===== config.mk =====
export PLATFORM = sky130hd
export DESIGN_NAME = ghost_mover_flat
export DESIGN_NICKNAME = d
export VERILOG_FILES = /design/src/rtl/ghost_mover_if.sv /design/src/rtl/ghost_mover.sv /design/src/flat_wrapper.sv
export SDC_FILE = /design/constraint.sdc
export NUM_CORES = 1
export LEC_CHECK = 0
export ABC_CLOCK_PERIOD_IN_PS = 5440
export CAP_MARGIN = 30
export CORE_MARGIN = 2
export CORE_UTILIZATION = 54
export CTS_BUF_LIST = sky130_fd_sc_hd__clkbuf_4 sky130_fd_sc_hd__clkbuf_8
export DETAILED_ROUTE_END_ITERATION = 6
export GPL_ROUTABILITY_DRIVEN = 0
export HOLD_SLACK_MARGIN = 0.08
export PLACE_DENSITY = 0.93
export SLEW_MARGIN = 5
export SYNTH_ARGS = -nofsm -noshare
export SYNTH_HDL_FRONTEND = slang
export SYNTH_SLANG_ARGS = --single-unit

===== constraint.sdc =====
create_clock -name Clk -period 5.44 [get_ports Clk]
set_input_delay 1.088 -clock Clk [delete_from_list [all_inputs] [get_ports Clk]]
set_output_delay 1.088 -clock Clk [all_outputs]
set_load 0.1 [all_outputs]

===== src/rtl/ghost_mover_if.sv =====
// Handshake/bus bundle between a ghost_mover instance and its surroundings:
// per-frame controls and wall flags in, sprite position and state out.
interface ghost_mover_if #(
    parameter int WALL_W = 5
);
    logic              frame_tick;
    logic              restart;
    logic              life_down;
    logic              frighten;
    logic              eaten;
    logic [7:0]        keycode;
    logic [WALL_W-1:0] mapL;
    logic [WALL_W-1:0] mapR;
    logic [WALL_W-1:0] mapB;
    logic [WALL_W-1:0] mapT;
    logic [9:0]        ghostX;
    logic [9:0]        ghostY;
    logic [9:0]        ghostS;
    logic [1:0]        dir;
    logic              moving;
    logic [1:0]        mode;
    logic              visible;

    modport master (
        output frame_tick, restart, life_down, frighten, eaten, keycode,
               mapL, mapR, mapB, mapT,
        input  ghostX, ghostY, ghostS, dir, moving, mode, visible
    );

    modport slave (
        input  frame_tick, restart, life_down, frighten, eaten, keycode,
               mapL, mapR, mapB, mapT,
        output ghostX, ghostY, ghostS, dir, moving, mode, visible
    );
endinterface


===== src/rtl/ghost_mover.sv =====
// Ghost movement engine: mode FSM (home/roam/frightened/eaten), wall-aware steering and tunnel wrap.
// Optional GHOST_REVERSE_EN: heading flips when a roaming ghost becomes frightened.
module ghost_mover #(
    parameter int X_CENTER    = 142,
    parameter int Y_CENTER    = 166,
    parameter int X_MIN       = 7,
    parameter int X_MAX       = 396,
    parameter int Y_MIN       = 7,
    parameter int Y_MAX       = 440,
    parameter int SIZE        = 13,
    parameter int STEP        = 1,
    parameter int WALL_W      = 5,
    parameter int RELEASE_FRM = 60,
    parameter int FRIGHT_FRM  = 360,
    parameter int EATEN_FRM   = 120,
    parameter int TUN_Y_LO    = 195,
    parameter int TUN_Y_HI    = 223,
    parameter int WRAP_L      = 10,
    parameter int WRAP_R      = 390,
    parameter int DEST_L      = 15,
    parameter int DEST_R      = 385
) (
    input logic          Clk,
    input logic          Reset_n,
    ghost_mover_if.slave bus
);

    typedef enum logic [1:0] {
        MODE_HOME   = 2'd0,
        MODE_ROAM   = 2'd1,
        MODE_FRIGHT = 2'd2,
        MODE_EATEN  = 2'd3
    } mode_t;

    localparam logic [1:0]  DIR_L = 2'd0;
    localparam logic [1:0]  DIR_R = 2'd1;
    localparam logic [1:0]  DIR_D = 2'd2;
    localparam logic [1:0]  DIR_U = 2'd3;

    localparam logic [9:0]  X_CENTER_C  = 10'(X_CENTER);
    localparam logic [9:0]  Y_CENTER_C  = 10'(Y_CENTER);
    localparam logic [9:0]  SIZE_C      = 10'(SIZE);
    localparam logic [9:0]  STEP_C      = 10'(STEP);
    localparam logic [10:0] SIZE_W_C    = 11'(SIZE);
    localparam logic [10:0] L_LIM_C     = 11'(X_MIN + SIZE);
    localparam logic [10:0] R_LIM_C     = 11'(X_MAX);
    localparam logic [10:0] T_LIM_C     = 11'(Y_MIN + SIZE);
    localparam logic [10:0] B_LIM_C     = 11'(Y_MAX);
    localparam logic [9:0]  TUN_Y_LO_C  = 10'(TUN_Y_LO);
    localparam logic [9:0]  TUN_Y_HI_C  = 10'(TUN_Y_HI);
    localparam logic [9:0]  WRAP_L_C    = 10'(WRAP_L);
    localparam logic [9:0]  WRAP_R_C    = 10'(WRAP_R);
    localparam logic [9:0]  DEST_L_C    = 10'(DEST_L);
    localparam logic [9:0]  DEST_R_C    = 10'(DEST_R);
    localparam logic [9:0]  REL_LAST_C  = 10'(RELEASE_FRM - 1);
    localparam logic [9:0]  FR_LAST_C   = 10'(FRIGHT_FRM - 1);
    localparam logic [9:0]  EAT_LAST_C  = 10'(EATEN_FRM - 1);

    logic [9:0] x_r;
    logic [9:0] y_r;
    logic [1:0] dir_r;
    logic       moving_r;
    mode_t      mode_r;
    logic       visible_r;
    logic [9:0] timer_r;
    logic       parity_r;

    logic       srst_s;
    logic       req_valid_s;
    logic [1:0] req_dir_s;
    logic       in_tunnel_s;
    logic [3:0] blocked_s;
    logic [1:0] new_dir_s;
    logic       new_moving_s;
    logic [9:0] step_x_s;
    logic [9:0] step_y_s;
    logic [9:0] next_x_s;
    logic [9:0] next_y_s;

    // Opposite heading: L<->R and D<->U differ only in the low bit.
    function automatic logic [1:0] reverse_dir(input logic [1:0] d);
        reverse_dir = {d[1], ~d[0]};
    endfunction

    assign srst_s = bus.restart | bus.life_down;

    // Decode the requested heading from the keycode.
    always_comb begin
        req_valid_s = 1'b1;
        req_dir_s   = DIR_L;
        case (bus.keycode)
            8'h04:   req_dir_s = DIR_L;
            8'h07:   req_dir_s = DIR_R;
            8'h16:   req_dir_s = DIR_D;
            8'h1A:   req_dir_s = DIR_U;
            default: req_valid_s = 1'b0;
        endcase
    end

    // Per-direction blocking; horizontal borders do not apply inside the tunnel
    // row so the ghost can run off the edge and wrap.
    always_comb begin
        in_tunnel_s  = (y_r >= TUN_Y_LO_C) && (y_r <= TUN_Y_HI_C);
        blocked_s[0] = (|bus.mapL) || (!in_tunnel_s && ({1'b0, x_r} <= L_LIM_C));
        blocked_s[1] = (|bus.mapR) || (!in_tunnel_s && (({1'b0, x_r} + SIZE_W_C) >= R_LIM_C));
        blocked_s[2] = (|bus.mapB) || (({1'b0, y_r} + SIZE_W_C) >= B_LIM_C);
        blocked_s[3] = (|bus.mapT) || ({1'b0, y_r} <= T_LIM_C);
    end

    // Heading choice and the resulting one-step position.
    always_comb begin
        if (req_valid_s && !blocked_s[req_dir_s]) begin
            new_dir_s = req_dir_s;
        end else begin
            new_dir_s = dir_r;
        end
        new_moving_s = !blocked_s[new_dir_s];
        step_x_s     = x_r;
        step_y_s     = y_r;
        if (new_moving_s) begin
            case (new_dir_s)
                DIR_L:   step_x_s = x_r - STEP_C;
                DIR_R:   step_x_s = x_r + STEP_C;
                DIR_D:   step_y_s = y_r + STEP_C;
                DIR_U:   step_y_s = y_r - STEP_C;
                default: step_x_s = x_r;
            endcase
        end else begin
            step_x_s = x_r;
        end
    end

    // Tunnel wrap applied to the stepped position.
    always_comb begin
        next_x_s = step_x_s;
        next_y_s = step_y_s;
        if ((step_y_s >= TUN_Y_LO_C) && (step_y_s <= TUN_Y_HI_C)) begin
            if (step_x_s <= WRAP_L_C) begin
                next_x_s = DEST_R_C;
            end else if (step_x_s >= WRAP_R_C) begin
                next_x_s = DEST_L_C;
            end else begin
                next_x_s = step_x_s;
            end
        end else begin
            next_x_s = step_x_s;
        end
    end

    // Mode FSM, timers and motion state; priority restart > eaten > frighten > tick.
    always_ff @(posedge Clk or negedge Reset_n) begin
        if (!Reset_n) begin
            x_r       <= X_CENTER_C;
            y_r       <= Y_CENTER_C;
            dir_r     <= DIR_L;
            moving_r  <= 1'b0;
            mode_r    <= MODE_HOME;
            visible_r <= 1'b1;
            timer_r   <= 10'd0;
            parity_r  <= 1'b0;
        end else if (srst_s) begin
            x_r       <= X_CENTER_C;
            y_r       <= Y_CENTER_C;
            dir_r     <= DIR_L;
            moving_r  <= 1'b0;
            mode_r    <= MODE_HOME;
            visible_r <= 1'b1;
            timer_r   <= 10'd0;
            parity_r  <= 1'b0;
        end else if (bus.eaten && (mode_r == MODE_FRIGHT)) begin
            mode_r    <= MODE_EATEN;
            timer_r   <= 10'd0;
            visible_r <= 1'b0;
        end else if (bus.frighten && (mode_r == MODE_ROAM)) begin
            mode_r   <= MODE_FRIGHT;
            timer_r  <= 10'd0;
            parity_r <= 1'b0;
`ifdef GHOST_REVERSE_EN
            dir_r    <= reverse_dir(dir_r);
`else
            dir_r    <= dir_r;
`endif
        end else if (bus.frighten && (mode_r == MODE_FRIGHT)) begin
            timer_r <= 10'd0;
        end else if (bus.frame_tick) begin
            case (mode_r)
                MODE_HOME: begin
                    moving_r <= 1'b0;
                    if (timer_r == REL_LAST_C) begin
                        mode_r  <= MODE_ROAM;
                        timer_r <= 10'd0;
                    end else begin
                        timer_r <= timer_r + 10'd1;
                    end
                end
                MODE_ROAM: begin
                    dir_r    <= new_dir_s;
                    moving_r <= new_moving_s;
                    x_r      <= next_x_s;
                    y_r      <= next_y_s;
                end
                MODE_FRIGHT: begin
                    parity_r <= ~parity_r;
                    if (parity_r) begin
                        dir_r    <= new_dir_s;
                        moving_r <= new_moving_s;
                        x_r      <= next_x_s;
                        y_r      <= next_y_s;
                    end else begin
                        moving_r <= 1'b0;
                    end
                    if (timer_r == FR_LAST_C) begin
                        mode_r  <= MODE_ROAM;
                        timer_r <= 10'd0;
                    end else begin
                        timer_r <= timer_r + 10'd1;
                    end
                end
                MODE_EATEN: begin
                    moving_r <= 1'b0;
                    if (timer_r == EAT_LAST_C) begin
                        x_r       <= X_CENTER_C;
                        y_r       <= Y_CENTER_C;
                        visible_r <= 1'b1;
                        mode_r    <= MODE_HOME;
                        timer_r   <= 10'd0;
                    end else begin
                        timer_r <= timer_r + 10'd1;
                    end
                end
                default: begin
                    mode_r  <= MODE_HOME;
                    timer_r <= 10'd0;
                end
            endcase
        end
    end

    assign bus.ghostX  = x_r;
    assign bus.ghostY  = y_r;
    assign bus.ghostS  = SIZE_C;
    assign bus.dir     = dir_r;
    assign bus.moving  = moving_r;
    assign bus.mode    = mode_r;
    assign bus.visible = visible_r;

endmodule

===== src/flat_wrapper.sv =====
// flat-port wrapper written by rule: the top's interface ports become plain ports
module ghost_mover_flat 
#(
    parameter int X_CENTER    = 142,
    parameter int Y_CENTER    = 166,
    parameter int X_MIN       = 7,
    parameter int X_MAX       = 396,
    parameter int Y_MIN       = 7,
    parameter int Y_MAX       = 440,
    parameter int SIZE        = 13,
    parameter int STEP        = 1,
    parameter int WALL_W      = 5,
    parameter int RELEASE_FRM = 60,
    parameter int FRIGHT_FRM  = 360,
    parameter int EATEN_FRM   = 120,
    parameter int TUN_Y_LO    = 195,
    parameter int TUN_Y_HI    = 223,
    parameter int WRAP_L      = 10,
    parameter int WRAP_R      = 390,
    parameter int DEST_L      = 15,
    parameter int DEST_R      = 385
)
  (Clk, Reset_n, bus_frame_tick, bus_restart, bus_life_down, bus_frighten, bus_eaten, bus_keycode, bus_mapL, bus_mapR, bus_mapB, bus_mapT, bus_ghostX, bus_ghostY, bus_ghostS, bus_dir, bus_moving, bus_mode, bus_visible);
  ghost_mover_if #(.WALL_W(WALL_W)) bus_i ();
  input logic Clk;
  input logic Reset_n;
  input wire logic [$bits(bus_i.frame_tick)-1:0] bus_frame_tick;
  input wire logic [$bits(bus_i.restart)-1:0] bus_restart;
  input wire logic [$bits(bus_i.life_down)-1:0] bus_life_down;
  input wire logic [$bits(bus_i.frighten)-1:0] bus_frighten;
  input wire logic [$bits(bus_i.eaten)-1:0] bus_eaten;
  input wire logic [$bits(bus_i.keycode)-1:0] bus_keycode;
  input wire logic [$bits(bus_i.mapL)-1:0] bus_mapL;
  input wire logic [$bits(bus_i.mapR)-1:0] bus_mapR;
  input wire logic [$bits(bus_i.mapB)-1:0] bus_mapB;
  input wire logic [$bits(bus_i.mapT)-1:0] bus_mapT;
  output wire logic [$bits(bus_i.ghostX)-1:0] bus_ghostX;
  output wire logic [$bits(bus_i.ghostY)-1:0] bus_ghostY;
  output wire logic [$bits(bus_i.ghostS)-1:0] bus_ghostS;
  output wire logic [$bits(bus_i.dir)-1:0] bus_dir;
  output wire logic [$bits(bus_i.moving)-1:0] bus_moving;
  output wire logic [$bits(bus_i.mode)-1:0] bus_mode;
  output wire logic [$bits(bus_i.visible)-1:0] bus_visible;
  assign bus_i.frame_tick = bus_frame_tick;
  assign bus_i.restart = bus_restart;
  assign bus_i.life_down = bus_life_down;
  assign bus_i.frighten = bus_frighten;
  assign bus_i.eaten = bus_eaten;
  assign bus_i.keycode = bus_keycode;
  assign bus_i.mapL = bus_mapL;
  assign bus_i.mapR = bus_mapR;
  assign bus_i.mapB = bus_mapB;
  assign bus_i.mapT = bus_mapT;
  assign bus_ghostX = bus_i.ghostX;
  assign bus_ghostY = bus_i.ghostY;
  assign bus_ghostS = bus_i.ghostS;
  assign bus_dir = bus_i.dir;
  assign bus_moving = bus_i.moving;
  assign bus_mode = bus_i.mode;
  assign bus_visible = bus_i.visible;
  ghost_mover #(.X_CENTER(X_CENTER), .Y_CENTER(Y_CENTER), .X_MIN(X_MIN), .X_MAX(X_MAX), .Y_MIN(Y_MIN), .Y_MAX(Y_MAX), .SIZE(SIZE), .STEP(STEP), .WALL_W(WALL_W), .RELEASE_FRM(RELEASE_FRM), .FRIGHT_FRM(FRIGHT_FRM), .EATEN_FRM(EATEN_FRM), .TUN_Y_LO(TUN_Y_LO), .TUN_Y_HI(TUN_Y_HI), .WRAP_L(WRAP_L), .WRAP_R(WRAP_R), .DEST_L(DEST_L), .DEST_R(DEST_R)) u_core (.Clk(Clk), .Reset_n(Reset_n), .bus(bus_i));
endmodule

==> key figures <==
Run status
  – Status: finished, violations left
  – Failing checks: DRC, setup timing

STA
  – Fin crit period: 5.766 ns
  – Fin crit share: 1.060
  – Fin. Hold Viols: 0
  – Setup violators final: 9
  – Slew headroom: 0.3171
  – Worst-margin pin slew: 1.021 ns
  – Setup WS post-layout: -0.3257 ns
  – WHS: 0.5095 ns
  – Clock skew: 0.006828 ns
  – Max Slew Vio Count: 0
  – Max Clk Rate: 173.4 MHz

Global routing
  – Total gr overflow: 0
  – Initial antenna violation count: 0
  – Met2 Use GR: 0.5088
  – Met1 Track Usage GR: 0.3462
  – GRT Max-Usage Layer: met2
  – Overall routing resource usage: 0.2885
  – First-pass GRT wire length: 17490 µm
  – GR Util met3: 0.05005
  – Vias in the first global route: 3937
  – Largest net degree at the start of global routing: 38

Min path
  – Worst hold stages: 1
  – Hold endpoint: u_core.timer_r[0]
  – Hold_sp: u_core.timer_r[0]
  – Worst hold path type: reg2reg

Routing
  – First-pass detailed-route iteration total: 7
  – Post-route ant nets: 0
  – Post-route DRC: 1
  – Drt wl/cell: 20.81 µm
  – Via density: 6.860
  – Number of DRC markers in iteration 0: 710
  – DR vias: 4267
  – Drt total wl: 12940 µm

Synthesis
  – Main synth FF type: dfrtp_1
  – Synth top area share: 0.1930
  – Post-synth EDFFs: 0
  – Seq/Total Area, Yosys: 0.2582
  – Syn_area_per_cell: 8.030 µm²
  – #FFs+latches synth: 37
  – Total number of yosys warnings: 0
  – Area contributors post-synth: dfrtp_1 19%, dfstp_2 6.5%, ha_1 5.5%, o21ai_0 5.1%, a21oi_1 4.4%
  – Number of distinct library cells after synthesis: 80
  – Synth area leader: dfrtp_1
  – Cells after synthesis: 452
  – Ys async rst share: 1.000
  – Post-Synthesis Cell Area: 3630 µm²

Cells and area
  – FF/Latch Area: 937.1 µm²
  – Commonest non-fill, non-tap cell in the layout: clkdlybuf4s50_1
  – Layout cells sized above 1: 0.2202
  – Number of diodes: 0
  – # fillers: 423
  – Area Overhead vs Synth: 35.23%
  – Area of the multi-input gates: 2733 µm²
  – Commonest cells after routing, fill and taps aside: 55 x clkdlybuf4s50_1, 46 x buf_4, 40 x nand2_1
  – Final instance count without filler cells: 622
  – Total Nets Final: 596

CTS
  – Clk buf depth: 2
  – Clock Tree Root: clkbuf_8
  – Clk_lat worst skew: 0.29 ns
  – TritonCTS clock tree: done
  – Total CTS buffers: 5
  – H-tree depth: 2
  – Cts hold-fix bufs: 0
  – Clock slew at reported path FFs: 0.07 ns
  – Number of clock sinks: 37

Die
  – Boundary Pins: 71
  – Row cnt: 29
  – Starting Density: 0.5652
  – Die width: 85.99 µm
  – Die Y: 85.99 µm
  – Die area: 7393 µm²
  – Core Region: 6422 µm²

Placement
  – Detailed Place HPWL: 7619 µm
  – Port bufs: 60
  – Placed Cells: 603
  – DP Worst Slack: -0.5552 ns

Setup path
  – Arr. time, crit path: 5.99 ns
  – Setup slack, reg-to-reg: 0.20 ns
  – Critical-path top delay cell: or4b_4
  – CP Launch Type: input port
  – R2r endpoint: u_core.bus.ghostX[1]
  – CP Data Required Time: 5.67 ns
  – Max incr delay on CP: 0.57 ns
  – Worst Path Max Fanout: 4
  – Reg2reg path depth: 21
  – RR Startpoint: u_core.bus.ghostY[9]
  – Nature of the critical path endpoint: register
  – WS Path Type: in2reg
  – Crit-path cells: clkdlybuf4s50_1 -> or4b_4 -> buf_4 -> o21ai_1 -> a2bb2oi_2 -> a21oi_2 -> nand2_2 -> buf_6 -> inv_1 -> fa_2 -> nand3b_1 -> a21boi_2 -> o21ai_2 -> a21oi_2 -> xor2_1 -> buf_4 -> a2111oi_4 -> o21a_1 -> nand3_2 -> or4_4 -> o221a_2

Power
  – Net switching power: 0.0002228 W
  – Gate power share: 0.255
  – VDD IR max: 113.1 µV
  – Flop pwr share: 0.431
  – Clk pwr share: 0.314
  – Power Density: 137.2 nW/µm²
  – Switching share of power: 0.3308
  – Cell-internal power: 0.0004506 W
  – Leak: 1.958 nW

Job
  – Number of max-cap violations: 0
[cells by family (layout without fill, tap and decap cells)]
logic type,count (synthesis),in the layout,synth area share
xor+xnor,11,11,0.02654
other cells,2,10,0.002069
buf+inv,50,135,0.06688
fa+ha+maj,17,17,0.06067
compound gates,145,145,0.2896
mux,14,14,0.04068
simple gates,176,176,0.2554
flops,37,37,0.2582
[power groups by stage]
stage / sequential, W / combinational, W / clock [W]
finish: 0.000290 / 0.000172 / 0.000212
CTS: 0.000290 / 0.000163 / 0.000215
global placement: 0.000294 / 0.000157 / 0
global route: 0.000291 / 0.000182 / 0.000225
floorplan: 0.000312 / 0.0000925 / 0
detailed placement: 0.000295 / 0.000161 / 0
[area by class of cell]
class	count	area share
Clock buffer	8	0.01988
Sequential cell	37	0.1909
Timing Repair Buffer	107	0.1976
Tap cell	77	0.01963
Multi-Input combinational cell	373	0.5567
Inverter	20	0.01529
[how the worst max path moves through the flow]
stage,from,end,slack (ns),depth (start not counted)
finish,bus_keycode[7],u_core.bus.ghostX[1],-0.33,21
CTS,bus_mapB[1],u_core.bus.ghostX[7],0.03,22
detailed placement,bus_mapB[1],u_core.bus.ghostX[0],-0.56,20
floorplan,bus_keycode[5],u_core.bus.ghostX[7],0.13,17
global route,bus_keycode[7],u_core.bus.ghostX[1],-0.38,20
global placement,bus_mapB[1],u_core.bus.ghostX[7],-0.25,20
[repair_timing]
item | in CTS | in global routing
gates resized for setup | 12 | 43
endpoints found under the setup margin | 9 | 9
pin swaps | 5 | 30
setup buffers | 2 | 9
[state kept, by name, indices dropped and copies added, names as in the netlist]
name                cells
u_core.bus.ghostY      10
u_core.parity_r         1
u_core.bus.visible      1
u_core.bus.mode         2
u_core.bus.dir          2
u_core.bus.moving       1
u_core.timer_r         10
u_core.bus.ghostX      10
[metal layers]
metal  share of wire  up-vias
met2            0.48      327
li1                -     1864
met4           0.063        0
met5               0        -
met3           0.098       85
met1            0.36     1991
[Yosys cell counts (9+ instances only)]
library cell and count:
nor3_1 15, nand2_1 41, inv_1 20, mux2i_1 10, nand3_1 22, dfrtp_1 28, o211ai_1 10, o21ai_0 37
nor2_1 33, ha_1 16, dfstp_2 9, and3_1 11, a21oi_1 32, buf_4 12
[metrics by stage]
step | power (W) | setup TNS [ns] | util | cell area [µm²]
floorplan | 0.0004042 | 0 | - | 3664
global placement | 0.0004514 | -1.905 | 0.6949 | 4463
detailed placement | 0.0004559 | -4.343 | 0.6949 | 4463
CTS | 0.0006681 | 0 | 0.7183 | 4613
global route | 0.0006979 | -2.909 | 0.7643 | 4908
finish | 0.0006734 | -2.315 | 0.7643 | 4908
[worst max-delay path, delay by kind of cell]
kind            cells  cell delay (ns)
compound gates      9             1.93
xor+xnor            1             0.09
fa+ha+maj           1             0.35
buf+inv             5             0.94
simple gates        5             1.57
Note: power is estimated with default switching activity, not from simulation.
